==> src/rtl/pulse_handshake_tx.sv <==
// Source-side initiator of a 4-phase req/ack event crossing: queues event pulses in a
// saturating counter and dispatches one level-req handshake per queued event.
module pulse_handshake_tx #(
    parameter int CNT_W   = 4,
    parameter int TIMEOUT = 1024,
    parameter int TMO_W   = 11
) (
    input  logic             clk,
    input  logic             rst_n,
    input  logic             pulseIn,
    input  logic             ackSync,
    input  logic             clrErr,
    output logic             req,
    output logic             done,
    output logic [CNT_W-1:0] pending,
    output logic             busy,
    output logic             overflow,
    output logic             timeoutErr
);

    typedef enum logic [1:0] {
        IDLE    = 2'd0,
        WAIT_HI = 2'd1,
        WAIT_LO = 2'd2
    } state_t;

    localparam logic [CNT_W-1:0] FULL_VAL = '1;
    localparam logic [TMO_W-1:0] TMO_LAST = TMO_W'(TIMEOUT - 1);

    state_t           state;
    logic [TMO_W-1:0] tmoCnt;
    logic             full;
    logic             dispatch;
    logic             inc;
    logic             tmoHit;
    logic             ovfSet;
    logic             tmoSet;

    assign full     = (pending == FULL_VAL);
    assign dispatch = (state == IDLE) && (pending != '0);
    // A pulse arriving while full still fits if a dispatch frees a slot on the same edge.
    assign inc      = pulseIn && (!full || dispatch);
    assign ovfSet   = pulseIn && full && !dispatch;
    assign tmoHit   = (TIMEOUT != 0) && (tmoCnt == TMO_LAST);
    assign tmoSet   = tmoHit && (((state == WAIT_HI) && !ackSync) ||
                                 ((state == WAIT_LO) && ackSync));
    assign busy     = (state != IDLE) || (pending != '0);

    always_ff @(posedge clk) begin
        if (!rst_n) begin
            state      <= IDLE;
            req        <= 1'b0;
            done       <= 1'b0;
            pending    <= '0;
            overflow   <= 1'b0;
            timeoutErr <= 1'b0;
            tmoCnt     <= '0;
        end else begin
            done <= 1'b0;

            if (inc && !dispatch) begin
                pending <= pending + CNT_W'(1);
            end else if (!inc && dispatch) begin
                pending <= pending - CNT_W'(1);
            end

            // A new error event outranks a clear on the same edge.
            overflow   <= ovfSet || (overflow && !clrErr);
            timeoutErr <= tmoSet || (timeoutErr && !clrErr);

            case (state)
                IDLE: begin
                    tmoCnt <= '0;
                    req    <= 1'b0;
                    if (dispatch) begin
                        state <= WAIT_HI;
                        req   <= 1'b1;
                    end
                end
                WAIT_HI: begin
                    if (ackSync) begin
                        state  <= WAIT_LO;
                        req    <= 1'b0;
                        tmoCnt <= '0;
                    end else if (tmoHit) begin
                        state  <= IDLE;
                        req    <= 1'b0;
                        tmoCnt <= '0;
                    end else if (TIMEOUT != 0) begin
                        tmoCnt <= tmoCnt + TMO_W'(1);
                    end
                end
                WAIT_LO: begin
                    if (!ackSync) begin
                        state  <= IDLE;
                        done   <= 1'b1;
                        tmoCnt <= '0;
                    end else if (tmoHit) begin
                        state  <= IDLE;
                        tmoCnt <= '0;
                    end else if (TIMEOUT != 0) begin
                        tmoCnt <= tmoCnt + TMO_W'(1);
                    end
                end
                default: begin
                    state  <= IDLE;
                    req    <= 1'b0;
                    tmoCnt <= '0;
                end
            endcase
        end
    end

endmodule

==> config.mk <==
export PLATFORM = sky130hd
export DESIGN_NAME = pulse_handshake_tx
export DESIGN_NICKNAME = d
export VERILOG_FILES = /design/src/rtl/pulse_handshake_tx.sv
export SDC_FILE = /design/constraint.sdc
export NUM_CORES = 1
export LEC_CHECK = 0
export CAP_MARGIN = 5
export CORE_UTILIZATION = 40
export CTS_CLUSTER_SIZE = 16
export DETAILED_ROUTE_END_ITERATION = 16
export GPL_TIMING_DRIVEN = 0
export PLACE_DENSITY = 0.65
export SETUP_SLACK_MARGIN = 0.3
export SLEW_MARGIN = 20
export SYNTH_ARGS = -nofsm -noshare
export SYNTH_HDL_FRONTEND = slang
export SYNTH_SLANG_ARGS = --single-unit
export TNS_END_PERCENT = 100
==> constraint.sdc <==
create_clock -name clk -period 2.29 [get_ports clk]
set_input_delay 0.3435 -clock clk [delete_from_list [all_inputs] [get_ports clk]]
set_output_delay 0.3435 -clock clk [all_outputs]
set_load 0.01 [all_outputs]
* Word-level counts from Yosys, hierarchy flattened *
Cells that the tools add are included.

cells by class
  reduce and logical (&&, ||, !) cells = 27
  multiplexer cells = 16
  equality and inequality tests = 6
  bitwise operators = 1
  add/subtract/negate cells = 3

operators with widths
  kind                     number
  $mux W11                 3
  $pmux W11 S2             1
  $add A11 B1 Y11 const B  1
  $eq A11 B10 Y1 const B   1
  $logic_and A1 B1 Y1      11
  $mux W2                  4
  $mux W4                  2
  $pmux W2 S3              1
  $logic_not A1 Y1         5
  $logic_or A1 B1 Y1       5
  $add A4 B1 Y4 const B    1
  $eq A4 B4 Y1 const B     1
  $mux W1                  4
  $reduce_and A2 Y1        2
  $reduce_bool A2 Y1       2
  $reduce_bool A4 Y1       1
  $sub A4 B1 Y4 const B    1
  $ne A3 B3 Y1 const B     1
  $pmux W1 S3              1
  $eq A2 B1 Y1 const B     1
  $eq A2 B2 Y1 const B     1
  $logic_not A2 Y1         1
  $ne A2 B2 Y1 const B     1
  $not A1 Y1               1

word-level totals
  output and inout port bits = 9
  register bits = 21
  word-level logic and storage cells = 60

* Logic depth before layout (Yosys ltp) *
  depth in word-level cells = 8
  gate-level depth with buffers = 11
  mapped depth without buffers = 11

* Least setup slack after synthesis *
Ideal clock, no wire load.

  kind = register to register
  start point = reg pending[1]
  end point = reg pending[3]
  data required time = 2.218 ns
  path buffers = 0
  arrival time = 2.010 ns
  path slack = 0.209 ns
  stages on the path, launching flop included = 10
  library setup time = 0.072 ns
  path through = dfxtp_1 nor4_2 nand2b_1 ha_1 inv_1 ha_1 a21oi_1 a211oi_1 a31oi_1 mux2i_1

on the way
  cells in the longest elaborated chain, start to end = 7
  elaborated cells between the ends (all ways) = 15
  classes of those cells = add/sub (2); eq/ne (1); mux (2); reduce/logical (10)

RTL lines
  what                                                                   RTL line  source
  start: declaration                                                     15        output logic [CNT_W-1:0] pending,
  start signal: assignment                                               62        pending <= pending + CNT_W'(1);
  start signal: assignment                                               64        pending <= pending - CNT_W'(1);
  parallel branches: the longest is 7 deep, another holds $sub A4 B1 Y4  --

Several ways; the timed one is not identified. The select of a mux whose other input is x is not followed.
A chain may end at the register's enable or synchronous reset.

* Worst setup path in the final report *
  start point = reg pending[3]
  end point = reg pending[3]

The elaborated chain is that of the path after synthesis.

==> summary.txt <==
Status
  • Status: complete, no violations

Power and ir drop
  • Int Pwr: 959 uW
  • Sw Pwr: 586 uW
  • VDD IR-drop max: 0.774 mV
  • Sw frac: 37.9%
  • Comb pwr share: 55.6%
  • Overall power: 1.55 mW
  • PD cells: 1070 nW/um^2
  • Flop pwr share: 31.8%
  • Clk pwr share: 12.6%
  • Static leakage: 0.561 nW

Floorplanning
  • I/O Pins: 14
  • # rows: 18
  • Die Area: 2940 sq um
  • Die Wd: 54.3 um
  • Core area: 2520 sq um
  • Initial core utilization: 43.3%
  • Chip height: 54.3 um

Routing
  • Drt total wl: 2220 um
  • Via density per instance: 5.17
  • Post-route ant nets: 0
  • WL per Instance: 13.0 um
  • First-pass iteration count of the detailed router: 3
  • Drt first-iter violations: 14
  • # DRC: 0
  • Vias post-DR: 884

Cells and area
  • Layout cells sized above 1: 27.0%
  • Layout Nets: 156
  • ANT cells: 0
  • Layout area overhead: 32.8%

Yosys
  • Area leader, netlist: dfxtp_1
  • Syn Nets: 131
  • Synth Register Bits: 21
  • Synthesized area: 1090 sq um
  • Mapped Avg Cell Area: 9.34 sq um
  • Share of the synthesized area in the top cell type: 38.5%
  • Seq/Total Area, Yosys: 38.5%
  • Yosys cell types: 31
  • Ys Warns: 0
  • Gate Count Post-Synth: 117
  • Most area-consuming cells after synthesis: dfxtp_1, ha_1, nor2_1

CTS
  • Hold buffers post-CTS: 0
  • Clock buffer depth: 2
  • CTS root buf: clkbuf_4
  • Clk_lat worst skew: 0.32 ns
  • Clock Sink Count: 21
  • # H-tree levels: 1
  • CTS tree: yes
  • CTS buffer count: 3
  • Clk pin slew, worst setup/hold paths: 0.13 ns

STA
  • Max Slew Vio Count: 0
  • Worst slew pin tran: 0.315 ns
  • Final Skew: 0.00435 ns
  • Period utilization: 89.2%
  • Setup TNS: 0 ns
  • Max Fclk: 489 MHz
  • Unrepaired setup endpoints after global routing: true
  • Final hold viol count: 0
  • Setup ws final: 0.247 ns
  • Post-layout minimum cycle time: 2.04 ns
  • Final setup fails: 0
  • Relative slew slack: 79.0%

Setup path
  • Critical path peak fanout: 4
  • Setup crit end kind: register
  • R2R Setup Slk: 0.25 ns
  • Setup Crit Path Kind: reg -> reg
  • Crit start category: register
  • Critical Path RT: 2.54 ns
  • Critical Path AT: 2.30 ns

Global routing
  • Initial antenna violation count: 0
  • Vias in the first global route: 861
  • Total GRT Usage: 17.3%
  • Pin count of the biggest net entering global routing: 14
  • First-pass GRT wire length: 3600 um
  • Gr ovfl total: 0

Min path
  • Hold Crit Class: reg -> reg

Place
  • IO Port Bufs: 13
  • Dpl ws: 0.137 ns
  • Global placement routability congestion: 0.821
  • Post-DP HPWL: 1460 um

Job
  • Max cap viols: 0
-- flip-flops by register name, indices dropped and copies added, names as in the netlist --
register and count:
tmoCnt 11, pending 4, state 2, done 1
overflow 1, req 1, timeoutErr 1
-- logic make-up after synthesis --
family,count (synthesis),share of synthesized area [%]
flip-flops,21,38.5
multiplexers,4,3.78
buffers and inverters,9,4.47
AND/OR/NAND/NOR,50,24.6
XOR/XNOR,10,8.02
adder cells (fa/ha/maj),9,11.0
AO/OA/AOI/OAI,14,9.62
-- placed cells by master, fill, tap and decap left out, types with 4 or more instances in the layout --
master	instances
ha_1	4
nand3_1	4
xor2_1	7
a21oi_1	6
inv_1	4
nand4_1	4
dfxtp_1	15
nor2_1	16
buf_4	7
clkdlybuf4s50_1	12
nand2_1	7
-- stage by stage --
| stage | instance area, sq um | hold slack, ns | utilization (%) | instances |
|---|---|---|---|---|
| floorplan | 1110 | 0.426 | - | 117 |
| global placement | 1280 | 0.440 | 50.6 | 160 |
| detailed placement | 1280 | 0.450 | 50.6 | 160 |
| CTS | 1430 | 0.468 | 56.6 | 171 |
| global route | 1450 | 0.510 | 57.5 | 171 |
| finish | 1450 | 0.471 | 57.5 | 171 |
-- synthesized netlist by cell type --
library cell,number
a211oi_1,1
a21o_2,1
a21oi_1,7
a31oi_1,2
and3_1,2
and4_1,1
and4_4,1
buf_6,2
clkbuf_1,1
dfxtp_1,21
fa_1,1
ha_1,8
inv_1,6
mux2_2,1
mux2i_1,3
nand2_1,7
nand2_4,1
nand2b_1,4
nand3_1,5
nand4_1,4
nand4b_1,2
nor2_1,17
nor2b_1,3
nor3_1,1
nor4_2,1
o21ai_0,1
o22a_1,1
o41ai_4,1
or2_2,1
xnor2_1,3
xor2_1,7
-- power groups by stage --
stage / logic, mW / registers (mW) / clock network, mW
global route: 0.941 / 0.499 / 0.215
CTS: 0.810 / 0.489 / 0.201
finish: 0.860 / 0.491 / 0.195
global placement: 0.623 / 0.492 / 0
floorplan: 0.445 / 0.497 / 0
detailed placement: 0.631 / 0.492 / 0
-- cell type report --
cell class,instances,area [sq um]
tap,30,37.5
clock inverter,1,7.51
multi-input combinational,87,711
sequential,21,435
timing repair buffer,20,185
buffer,3,26.3
fill,228,1070
clock buffer,3,22.5
inverter,6,25.0
-- critical path, cell delays in order (launching register included) --
cell and delay [ns]:
dfxtp_4 0.37, buf_4 0.14, nand4_1 0.13, nor2_4 0.06, nor2b_2 0.17, ha_4 0.18
inv_4 0.05, ha_4 0.23, a21oi_4 0.15, a211oi_2 0.09, a31oi_1 0.22, mux2i_1 0.19
-- worst paths after layout --
| check | depth (start not counted) | to | start |
|---|---|---|---|
| worst max-delay path | 11 | pending[3]$_SDFFE_PN0P_ | pending[3]$_SDFFE_PN0P_ |
| worst min-delay path | 2 | req$_SDFFE_PN0P_ | req$_SDFFE_PN0P_ |
| worst max register to register | 11 | pending[3]$_SDFFE_PN0P_ | pending[3]$_SDFFE_PN0P_ |
| worst min register to register | 2 | req$_SDFFE_PN0P_ | req$_SDFFE_PN0P_ |
-- repair_timing --
action,CTS,global route
gates resized for setup,19,5
cloned,0,0
setup buffers,7,0
endpoints found under the setup margin,4,3
pin swaps,4,4
-- layer usage --
layer	share of wire (%)	vias up	track usage (%)
li1	-	449	-
met4	1.9	0	9.83
met3	1.8	4	3.61
met5	0	-	0
met1	45	422	19.2
met2	51	9	30.3
(Power assumes the default switching activity.)
